$ cat src/rtl/mc8051_xbus_bridge_pkg.sv
// Shared encodings for the 8051 external-bus bridge: FSM states, op codes and the latched request.
package mc8051_xbus_bridge_pkg;

    localparam int unsigned XB_ST_W  = 3;
    localparam int unsigned XB_OP_W  = 2;
    localparam int unsigned XB_CNT_W = 4;

    localparam logic [2:0] XB_IDLE   = 3'd0;
    localparam logic [2:0] XB_ADDR   = 3'd1;
    localparam logic [2:0] XB_SETUP  = 3'd2;
    localparam logic [2:0] XB_STROBE = 3'd3;
    localparam logic [2:0] XB_HOLD   = 3'd4;

    localparam logic [1:0] XB_OP_FETCH = 2'd0;
    localparam logic [1:0] XB_OP_READ  = 2'd1;
    localparam logic [1:0] XB_OP_WRITE = 2'd2;

    typedef struct packed {
        logic [XB_OP_W-1:0] op;
        logic [15:0]        addr;
        logic [7:0]         wdata;
    } xb_req_t;

    // Write wins over read, read over fetch.
    function automatic logic [XB_OP_W-1:0] xb_pick_op(input logic we_n, input logic rd_n);
        if (!we_n)      return XB_OP_WRITE;
        else if (!rd_n) return XB_OP_READ;
        else            return XB_OP_FETCH;
    endfunction

endpackage

$ cat src/rtl/mc8051_xbus_bridge.sv
// Turns naive-memory requests from the bus interface unit into multiplexed 8051 P0/P2 bus cycles
// with ALE/PSEN_n/RD_n/WR_n and parameterised wait states.
module mc8051_xbus_bridge
    import mc8051_xbus_bridge_pkg::*;
#(
    parameter int unsigned ALE_CYC  = 1,
    parameter int unsigned STB_CYC  = 2,
    parameter int unsigned HOLD_CYC = 1
) (
    input  logic        clk,
    input  logic        reset_n,
    input  logic        mem_we_n,
    input  logic        mem_rd_n,
    input  logic        mem_psen_n,
    input  logic [15:0] mem_addr,
    input  logic [7:0]  mem_wdata,
    output logic        mem_data_rdy,
    output logic [7:0]  mem_rdata,
    output logic        xb_ale,
    output logic        xb_psen_n,
    output logic        xb_rd_n,
    output logic        xb_wr_n,
    output logic [7:0]  xb_p0_out,
    output logic        xb_p0_oe,
    input  logic [7:0]  xb_p0_in,
    output logic [7:0]  xb_p2_out
);

    logic [XB_ST_W-1:0]  state_q, state_d;
    logic [XB_CNT_W-1:0] wcnt_q, wcnt_d;
    xb_req_t             req_q, req_d;
    logic                ale_q, ale_d;
    logic                psen_n_q, psen_n_d;
    logic                rd_n_q, rd_n_d;
    logic                wr_n_q, wr_n_d;
    logic [7:0]          p0_out_q, p0_out_d;
    logic                p0_oe_q, p0_oe_d;
    logic [7:0]          p2_out_q, p2_out_d;
    logic                rdy_q, rdy_d;
    logic [7:0]          rdata_q, rdata_d;

    // State register and registered outputs.
    always_ff @(posedge clk or negedge reset_n) begin
        if (!reset_n) begin
            state_q  <= XB_IDLE;
            wcnt_q   <= '0;
            req_q    <= '0;
            ale_q    <= 1'b0;
            psen_n_q <= 1'b1;
            rd_n_q   <= 1'b1;
            wr_n_q   <= 1'b1;
            p0_out_q <= 8'hFF;
            p0_oe_q  <= 1'b0;
            p2_out_q <= 8'hFF;
            rdy_q    <= 1'b0;
            rdata_q  <= 8'hFF;
        end else begin
            state_q  <= state_d;
            wcnt_q   <= wcnt_d;
            req_q    <= req_d;
            ale_q    <= ale_d;
            psen_n_q <= psen_n_d;
            rd_n_q   <= rd_n_d;
            wr_n_q   <= wr_n_d;
            p0_out_q <= p0_out_d;
            p0_oe_q  <= p0_oe_d;
            p2_out_q <= p2_out_d;
            rdy_q    <= rdy_d;
            rdata_q  <= rdata_d;
        end
    end

    // Next state, then the output values of the state being entered so every pin is a flop.
    always_comb begin
        state_d  = state_q;
        wcnt_d   = wcnt_q;
        req_d    = req_q;
        ale_d    = 1'b0;
        psen_n_d = 1'b1;
        rd_n_d   = 1'b1;
        wr_n_d   = 1'b1;
        p0_out_d = p0_out_q;
        p0_oe_d  = 1'b0;
        p2_out_d = p2_out_q;
        rdy_d    = 1'b0;
        rdata_d  = rdata_q;

        case (state_q)
            XB_IDLE: begin
                if (!mem_we_n || !mem_rd_n || !mem_psen_n) begin
                    req_d.op    = xb_pick_op(mem_we_n, mem_rd_n);
                    req_d.addr  = mem_addr;
                    req_d.wdata = mem_wdata;
                    state_d     = XB_ADDR;
                    wcnt_d      = XB_CNT_W'(ALE_CYC - 1);
                end
            end
            XB_ADDR: begin
                if (wcnt_q == '0) state_d = XB_SETUP;
                else              wcnt_d  = wcnt_q - XB_CNT_W'(1);
            end
            XB_SETUP: begin
                state_d = XB_STROBE;
                wcnt_d  = XB_CNT_W'(STB_CYC - 1);
            end
            XB_STROBE: begin
                if (wcnt_q == '0) begin
                    state_d = XB_HOLD;
                    wcnt_d  = XB_CNT_W'(HOLD_CYC - 1);
                    rdy_d   = 1'b1;
                    if (req_q.op != XB_OP_WRITE) rdata_d = xb_p0_in;
                end else begin
                    wcnt_d = wcnt_q - XB_CNT_W'(1);
                end
            end
            XB_HOLD: begin
                if (wcnt_q == '0) state_d = XB_IDLE;
                else              wcnt_d  = wcnt_q - XB_CNT_W'(1);
            end
            default: state_d = XB_IDLE;
        endcase

        case (state_d)
            XB_ADDR: begin
                ale_d    = 1'b1;
                p0_out_d = req_d.addr[7:0];
                p0_oe_d  = 1'b1;
                p2_out_d = req_d.addr[15:8];
            end
            XB_SETUP: begin
                p0_out_d = req_d.addr[7:0];
                p0_oe_d  = 1'b1;
            end
            XB_STROBE: begin
                psen_n_d = (req_d.op != XB_OP_FETCH);
                rd_n_d   = (req_d.op != XB_OP_READ);
                wr_n_d   = (req_d.op != XB_OP_WRITE);
                if (req_d.op == XB_OP_WRITE) begin
                    p0_out_d = req_d.wdata;
                    p0_oe_d  = 1'b1;
                end
            end
            XB_HOLD: begin
                p0_oe_d = (req_d.op == XB_OP_WRITE);
            end
            default: ;
        endcase
    end

    assign mem_data_rdy = rdy_q;
    assign mem_rdata    = rdata_q;
    assign xb_ale       = ale_q;
    assign xb_psen_n    = psen_n_q;
    assign xb_rd_n      = rd_n_q;
    assign xb_wr_n      = wr_n_q;
    assign xb_p0_out    = p0_out_q;
    assign xb_p0_oe     = p0_oe_q;
    assign xb_p2_out    = p2_out_q;

endmodule

$ cat config.mk
export PLATFORM = sky130hd
export DESIGN_NAME = mc8051_xbus_bridge
export DESIGN_NICKNAME = d
export VERILOG_FILES = /design/src/rtl/mc8051_xbus_bridge_pkg.sv /design/src/rtl/mc8051_xbus_bridge.sv
export SDC_FILE = /design/constraint.sdc
export NUM_CORES = 1
export LEC_CHECK = 0
export ABC_AREA = 0
export CAP_MARGIN = 10
export CORE_UTILIZATION = 47
export CTS_BUF_LIST = sky130_fd_sc_hd__clkbuf_4
export DETAILED_ROUTE_END_ITERATION = 8
export PLACE_DENSITY_LB_ADDON = 0.15
export SLEW_MARGIN = 20
export SYNTH_ARGS = -nofsm -noshare
export SYNTH_HDL_FRONTEND = slang
export SYNTH_SLANG_ARGS = --single-unit
$ cat constraint.sdc
create_clock -name clk -period 3.35 [get_ports clk]
set_clock_uncertainty 0.15 [all_clocks]
set_input_delay 0.67 -clock clk [delete_from_list [all_inputs] [get_ports clk]]
set_output_delay 0.67 -clock clk [all_outputs]
set_load 0.05 [all_outputs]
## Word level (Yosys, flattened, before mapping)

Cells that the tools add are included.
W data, S select, Z words.

| cells by class | value |
|---|---|
| add/sub/neg operators | 1 |
| mux-type cells | 23 |
| reduce and logical (&&, ||, !) cells | 15 |
| equality and inequality tests | 15 |

Operators with widths:

| operator | number |
|---|---|
| $mux W26 | 2 |
| $pmux W4 S4 | 1 |
| $pmux W8 S2 | 1 |
| $pmux W3 S5 | 1 |
| $eq A3 B2 Y1 const B | 4 |
| $mux W3 | 4 |
| $mux W4 | 3 |
| $ne A2 B2 Y1 const B | 5 |
| $mux W1 | 8 |
| $mux W8 | 1 |
| $eq A3 B1 Y1 const B | 2 |
| $eq A3 B3 Y1 const B | 2 |
| $reduce_and A3 Y1 | 2 |
| $logic_not A4 Y1 | 1 |
| $reduce_bool A2 Y1 | 2 |
| $reduce_bool A4 Y1 | 1 |
| $reduce_or A2 Y1 | 2 |
| $sub A4 B1 Y4 const B | 1 |
| $logic_not A1 Y1 | 3 |
| $logic_not A3 Y1 | 1 |
| $pmux W1 S3 | 1 |
| $eq A2 B2 Y1 const B | 1 |
| $logic_or A1 B1 Y1 | 2 |
| $mux W2 | 1 |
| 2 further kinds | 2 |

| word-level totals | value |
|---|---|
| bits of input ports | 37 |
| output and inout bits | 30 |
| bits in registers | 63 |

## Logic depth before layout (Yosys ltp)

Gate-level depths: netlist (run 1).

| depth | value |
|---|---|
| word-level depth | 9 |
| depth in mapped cells | 8 |
| depth with buffers taken out | 6 |

## Worst setup path after synthesis (run 1)

Ideal clock, no wire load.

| timing path | value |
|---|---|
| kind | reg2reg |
| start | register wcnt_q[0] |
| end | register wcnt_q[3] |
| period minus slack after synthesis | 2.112 ns |
| required time | 3.074 ns |
| arrival time | 1.836 ns |
| stages on the path, launching flop included | 7 |
| path buffers | 0 |
| slack | 1.238 ns |
| cell sequence | dfrtp_1 inv_1 ha_1 or3b_1 and3_4 o311a_1 a221o_1 |

| on the way | value |
|---|---|
| cells in the longest elaborated chain, start to end | 3 |
| elaborated cells between the ends (all ways) | 7 |

RTL lines:

| item | RTL line | text |
|---|---|---|
| start: declaration | mc8051_xbus_bridge.sv:30 | `logic [XB_CNT_W-1:0] wcnt_q, wcnt_d;` |
| start signal: assignment | mc8051_xbus_bridge.sv:59 | `wcnt_q <= wcnt_d;` |
| $sub A4 B1 Y4 / $logic_not A4 Y1 (equally long branches) | -- |  |
| $mux W4 (tied with other cells) | mc8051_xbus_bridge.sv:99, mc8051_xbus_bridge.sv:117 |  |
| $pmux W4 S4 / $reduce_and A3 Y1 (equally long branches) | -- |  |

Several ways; a longest one is shown, not always the timed one. The select of a mux whose other input is x is not followed.
A chain may end at the register's enable or synchronous reset.

## Final worst setup path (run 1)

| timing path | value |
|---|---|
| start | register state_q[2] |
| end | register p0_out_q[4] (netlist: xb_p0_out[4]) |

| on the way | value |
|---|---|
| cells in the longest elaborated chain, start to end | 6 |
| elaborated cells between the ends (all ways) | 21 |

RTL lines:

| item | RTL line | text |
|---|---|---|
| start: declaration | mc8051_xbus_bridge.sv:29 | `logic [XB_ST_W-1:0] state_q, state_d;` |
| start signal: assignment | mc8051_xbus_bridge.sv:58 | `state_q <= state_d;` |
| $eq A3 B3 Y1 (tied with other cells) | mc8051_xbus_bridge.sv:88 | `case (state_q)` |
| $pmux W3 S5 | mc8051_xbus_bridge.sv:88 |  |
| $eq A3 B1 Y1 / $eq A3 B2 Y1 (equally long branches) | mc8051_xbus_bridge.sv:123 | `case (state_d)` |
| $reduce_or A2 Y1 (no source line) | -- |  |
| $reduce_bool A2 Y1 (no source line) | -- |  |
| $reduce_and A2 Y1 (no source line) | -- |  |
| end signal: assignment | mc8051_xbus_bridge.sv:65 | `p0_out_q <= p0_out_d;` |
| end: declaration | mc8051_xbus_bridge.sv:36 | `logic [7:0] p0_out_q, p0_out_d;` |

Several ways; a longest one is shown, not always the timed one. The select of a mux whose other input is x is not followed.

==> results of run 1 <==
power breakdown:
part	internal [mW]	switching, mW
Clock	0.163	0.265
Combinational	1.09	1.45
Sequential	1.26	0.205
final cells by class:
| cell class | count | share of cell area, % |
|---|---|---|
| Sequential cell | 63 | 43.2 |
| Timing Repair Buffer | 71 | 18.6 |
| Clock buffer | 11 | 2.21 |
| Multi-Input combinational cell | 158 | 32.3 |
| Tap cell | 75 | 2.52 |
| Inverter | 4 | 0.436 |
| Clock inverter | 5 | 0.738 |
routing by layer:
| layer | GRT usage (%) | vias to the layer above |
|---|---|---|
| met5 | 0 | - |
| met3 | 5.84 | 11 |
| met4 | 11.1 | 0 |
| met2 | 29.7 | 67 |
| li1 | - | 1013 |
| met1 | 26.2 | 1020 |
Yosys cell counts (all sizes together), types with 2 or more instances:
cell type and instances:
dfrtp 36, nand2b 3, mux2 25, a211oi 9, o2bb2ai 2, o221a 8, and3 2, nor2 6
buf 10, inv 3, nor3 10, dfstp 27, clkbuf 3, nand2 28, or2 2, a21o 13
ha 2, nand3 4, o21ai 10, and2 9
metrics by stage:
stage	total power, mW	cells	util (%)	hold WS, ns
global placement	3.99	371	60.8	0.311
CTS	4.48	387	62.6	0.284
finish	4.43	387	62.6	0.266
detailed placement	4.04	371	60.8	0.318
floorplan	3.40	238	-	0.224
global route	4.72	387	62.6	0.334
critical path: stages (launching register included):
cell and delay (ns):
dfrtp_1 0.56, or3_1 0.67, nor2_4 0.44, o22a_1 0.47
o221a_1 0.25
worst paths after layout:
check | end | slack (ns) | cells past startpoint
max | xb_p0_out[4] | 0.74 | 4
min | req_q[7] | 0.27 | 2
max reg2reg | xb_p0_out[4] | 0.74 | 4
min reg2reg | req_q[14] | 0.34 | 2
max in group asynchronous | mem_data_rdy | 2.27 | 2
min in group clk | req_q[14] | 0.34 | 2
flip-flops by register name, summed over array words and instances, names as in the netlist, 3 cells and up:
register	cells
state_q	3
xb_p0_out	8
wcnt_q	4
req_q	26
xb_p2_out	8
mem_rdata	8
logic make-up (layout without fill, tap and decap cells):
group           count (synthesis)  after routing  synth area share (%)
flops                          63             63                  55.2
buf+inv                        17             91                  3.47
xor+xnor                        1              1                 0.300
simple gates                   75             75                  15.0
fa+ha+maj                       2              2                 0.858
mux                            25             25                  10.0
compound gates                 55             55                  15.1
==> flow_summary_export.csv, run 1 <==
group,metric,value,unit
outcome,result_of_the_run,"completed",
routing,drtAntennaViolNets,0,
routing,post_drt_via_cell_ratio,5.45,
critical_path,critPathMaxFanout,16,
floorplan,die_outline_area,6520,um^2
yosys,synth_edf_count,0,
clocking,clock_tree.buffer_depth,2,
routing,1st_pass_router_iterations,4,
routing,routed-wl-met3,490,um
worst_hold_path,hold_path_class,"input port to asynchronous set/reset pin",
yosys,syn-mean-instance-area,12.3,um^2
timing,final-max-slew-violation-count,0,
timing,worst_slew_margin_rel,49.0,%
yosys,post_synthesis_cells,238,
pwr,power_per_cell_area,1190,nW/um^2
floorplan,floorplan.die.width,80.8,um
critical_path,cp.required,3.53,ns
global_routing,maximum_number_of_pins_on_one_net_before_global_route_repair,64,
flow_run,cap_viol_max_count,0,
floorplan,start_util,49.0,%
critical_path,crit_arrival,2.80,ns
timing,fmaxAchievable,383,MHz
critical_path,critical_path_start,"state_q[2]",
final_layout,syn_to_final_growth,27.8,%
final_layout,layout.cells.most_common,"clkdlybuf4s50_1",
floorplan,coreArea,5960,um^2
timing,fin_crit_sh,78.0,%
routing,detailroute.via_count,2111,
pwr,worst_ir_drop_vdd,0.588,mV
critical_path,worstSetupStartpointType,"flip-flop",
placement,placed_area,3620,um^2
timing,final-hold-violation-count,0,
final_layout,fraction_of_final_layout_cells_sized_beyond_drive_strength_1,28.8,%
floorplan,die_h,80.8,um
yosys,synth_cell_area,2920,um^2
clocking,cts_hold_repair.buffers,0,
timing,layout_min_cycle_time,2.61,ns
timing,report.final.setup_viol,0,
final_layout,antenna-diode-count,0,
routing,maxUsedRoutingLayer,"met4",
timing,rsz0062_at_grt,"false",
pwr,power.static_leakage,1.59,nW
clocking,cts_tree,"built",
clocking,numClockSinks,63,
yosys,synth_top_cell_area_share,30.9,%
global_routing,grt_antenna_before_repair,0,
clocking,cts.root.buffer_cell,"clkbuf_4",
yosys,post-synth-top-area-cell,"dfrtp_1",
yosys,postSynth.asyncResetShare,100,%
routing,drcViolationCount,0,
placement,gp_congestion,0.799,
clocking,postCtsSetupRepairBufs,0,
clocking,htree_num_levels,3,
timing,layout_setup_ws,0.736,ns
final_layout,register_area,1610,um^2
yosys,synth-warning-count,0,
routing,wl_met2,2640,um
clocking,insertion_delay,0.40,ns
final_layout,area_taken_by_multi_input_logic_gates,1200,um^2
critical_path,type_of_the_setup_path_with_the_least_slack,"flip-flop to flip-flop",
yosys,distinct_cell_type_count_after_synthesis,57,
floorplan,placement_rows,28,
final_layout,final_cell_mix,"clkdlybuf4s50_1, dfrtp_1, nand2_1, dfstp_2, mux2_2",
global_routing,grt_overflow,0,
yosys,ys_top_cells_by_area,"dfrtp_1, dfstp_2, mux2_2",
floorplan,floorplan.io_pins,67,
critical_path,timing.critical_path.to_type,"flip-flop",
critical_path,timing.rr.start,"state_q[2]",
routing,detailedRoute.firstIterationViolations,68,
yosys,synthesis.nets,277,
timing,setup_total_negative_slack,0,ns
placement,worst_setup_slack_after_placement,0.432,ns
routing,totalWireLength,5950,um
global_routing,grt_first_pass_wirelength,9730,um
global_routing,vias_in_the_first_global_route,2054,
placement,place.port_buffers,66,
routing,wire_per_inst,15.4,um
clocking,postCtsResizedCells,0,
clocking,cts_inserted_buffers,9,
final_layout,fillerInstances,479,
final_layout,stdcell_area,3730,um^2
final_layout,finalNetCount,346,
timing,max_slew.worst_pin.slew,0.765,ns
yosys,postSynthRegisterBits,63,
yosys,top_ff_cell_synth,"dfrtp_1",
placement,half_perimeter_wire_length_after_placement,4090,um
yosys,synth.yosys.seq_area_share,55.2,%
clocking,clkSlewWorstSetupHoldPaths,0.11,ns
routing,met1_routed_wirelength_after_detailed_routing,2740,um
global_routing,all_layer_gr_usage,20.0,%
(Power assumes the default switching activity.)
==> run 2: changes to the inputs <==
clock period = 2.25 ns   (was 3.35 ns; I/O delays follow)
==> flow_summary_export.csv, run 2 (synthesis results as in run 1) <==
group,metric,value,unit
outcome,result_of_the_run,"completed",
routing,wire_per_inst,15.5,um
critical_path,crit_arrival,1.57,ns
floorplan,coreArea,5960,um^2
timing,final-max-slew-violation-count,0,
critical_path,critical_path_start,"xb_p0_oe",
placement,placed_area,3700,um^2
pwr,worst_ir_drop_vdd,0.953,mV
placement,half_perimeter_wire_length_after_placement,4390,um
clocking,postCtsSetupRepairBufs,0,
global_routing,grt_util_met3,5.73,%
critical_path,critPathMaxFanout,1,
floorplan,floorplan.io_pins,67,
critical_path,timing.rr.start,"wcnt_q[1]",
placement,gp_congestion,0.766,
critical_path,critical-path-max-stage-delay,0.81,ns
critical_path,worstSetupStartpointType,"flip-flop",
clocking,cts_inserted_buffers,9,
final_layout,layout.cells.most_common,"buf_4",
floorplan,placement_rows,28,
critical_path,timing.critical_path.max_delay_family,"buffers and inverters",
clocking,insertion_delay,0.40,ns
routing,detailedRoute.firstIterationViolations,114,
timing,layout_min_cycle_time,2.17,ns
critical_path,path_cells,"clkdlybuf4s50_1",
pwr,totalPowerFinal,7.03,mW
timing,report.final.setup_viol,0,
floorplan,start_util,49.0,%
final_layout,final-instance-count-excl-fill,404,
pwr,power_per_cell_area,1800,nW/um^2
final_layout,area_taken_by_multi_input_logic_gates,1240,um^2
clocking,htree_num_levels,3,
floorplan,floorplan.die.width,80.8,um
timing,fin_crit_sh,96.5,%
final_layout,stdcell_area,3900,um^2
critical_path,critical_path.slowest_cell,"clkdlybuf4s50_1",
final_layout,register_area,1610,um^2
routing,totalWireLength,6280,um
final_layout,largest-register,"req_q",
worst_hold_path,hold_path_class,"flip-flop to flip-flop",
timing,finalHoldWorstSlack,0.342,ns
clocking,numClockSinks,63,
global_routing,vias_in_the_first_global_route,2203,
worst_hold_path,min_from,"req_q[10]",
final_layout,fillerInstances,512,
timing,fmaxAchievable,461,MHz
routing,post_drt_via_cell_ratio,5.37,
clocking,cts.root.buffer_cell,"clkbuf_4",
flow_run,cap_viol_max_count,0,
final_layout,antenna-diode-count,0,
floorplan,die_outline_area,6520,um^2
final_layout,fraction_of_final_layout_cells_sized_beyond_drive_strength_1,41.0,%
pwr,power.static_leakage,1.72,nW
clocking,clock_tree.buffer_depth,2,
global_routing,grt_overflow,0,
timing,final-hold-violation-count,0,
routing,detailroute.via_count,2171,
final_layout,finalNetCount,363,
routing,1st_pass_router_iterations,4,
global_routing,use_met1,28.0,%
routing,drtAntennaViolNets,0,
global_routing,all_layer_gr_usage,21.1,%
final_layout,syn_to_final_growth,33.6,%
global_routing,maximum_number_of_pins_on_one_net_before_global_route_repair,64,
global_routing,grt_first_pass_wirelength,10300,um
critical_path,crit_buf_inv,1,
clocking,clkSlewWorstSetupHoldPaths,0.10,ns
final_layout,final_cell_mix,"buf_4, clkdlybuf4s50_1, dfrtp_1, nand2_1, dfstp_2",
floorplan,die_h,80.8,um
timing,worst_slew_margin_rel,65.6,%
timing,max_slew.worst_pin.slew,0.515,ns
critical_path,cp.required,1.65,ns
critical_path,timing.critical_path.to_type,"primary output",
routing,drcViolationCount,0,
global_routing,global_route.usage.met2,32.2,%
timing,rsz0062_at_grt,"false",
placement,placedCellCount,386,
global_routing,global_route.peak_usage_layer,"met2",
placement,place.port_buffers,66,
final_layout,largest_register_ffs,26,
clocking,cts_tree,"built",
global_routing,grt_antenna_before_repair,0,
critical_path,type_of_the_setup_path_with_the_least_slack,"flip-flop to primary output",
==> run 2: layout make-up <==
cell class	instances	area share (%)
Timing Repair Buffer	87	19.9
Clock buffer	9	1.73
Sequential cell	63	41.3
Multi-Input combinational cell	158	31.7
Clock inverter	7	2.25
Timing Repair inverter	1	0.193
Inverter	4	0.449
Tap cell	75	2.41
==> run 2: routing by layer <==
metal / wire [um] / up-vias
li1: - / 1042
met1: 2830 / 1046
met2: 2910 / 73
met3: 424 / 10
met4: 110 / 0
met5: 0 / -
==> run 2: stage by stage <==
stage	setup WS (ns)	TNS (ns)	utilization, %
6_report	0.0787	0	65.4
5_1_grt	0.0156	0	65.4
4_1_cts	0.0378	0	64.8
3_5_place_dp	-0.123	-1.51	62.1
3_3_place_gp	-0.0954	-1.21	62.1
2_1_floorplan	0.138	0	-
==> run 2: repair_timing <==
action / CTS / global route
endpoints found under the setup margin: 3 / 18
gates cloned: 0 / 1
hold buffers: 1 / 0
endpoints found under the hold margin: 36 / 0
gates resized for setup: 3 / 8
==> run 2: final timing paths <==
check / end / slack [ns] / cells after the start
min: req_q[10] / 0.34 / 2
max reg2reg: wcnt_q[3] / 0.09 / 6
min reg2reg: req_q[10] / 0.34 / 2
max in group asynchronous: xb_p2_out[2] / 1.20 / 3
min in group asynchronous: wcnt_q[0] / 0.43 / 3
max: xb_p0_oe / 0.08 / 1
==> run 2: power by group <==
group          switching [mW]  internal (mW)
registers               0.265           1.88
logic                    2.28           1.74
clock network           0.411          0.441
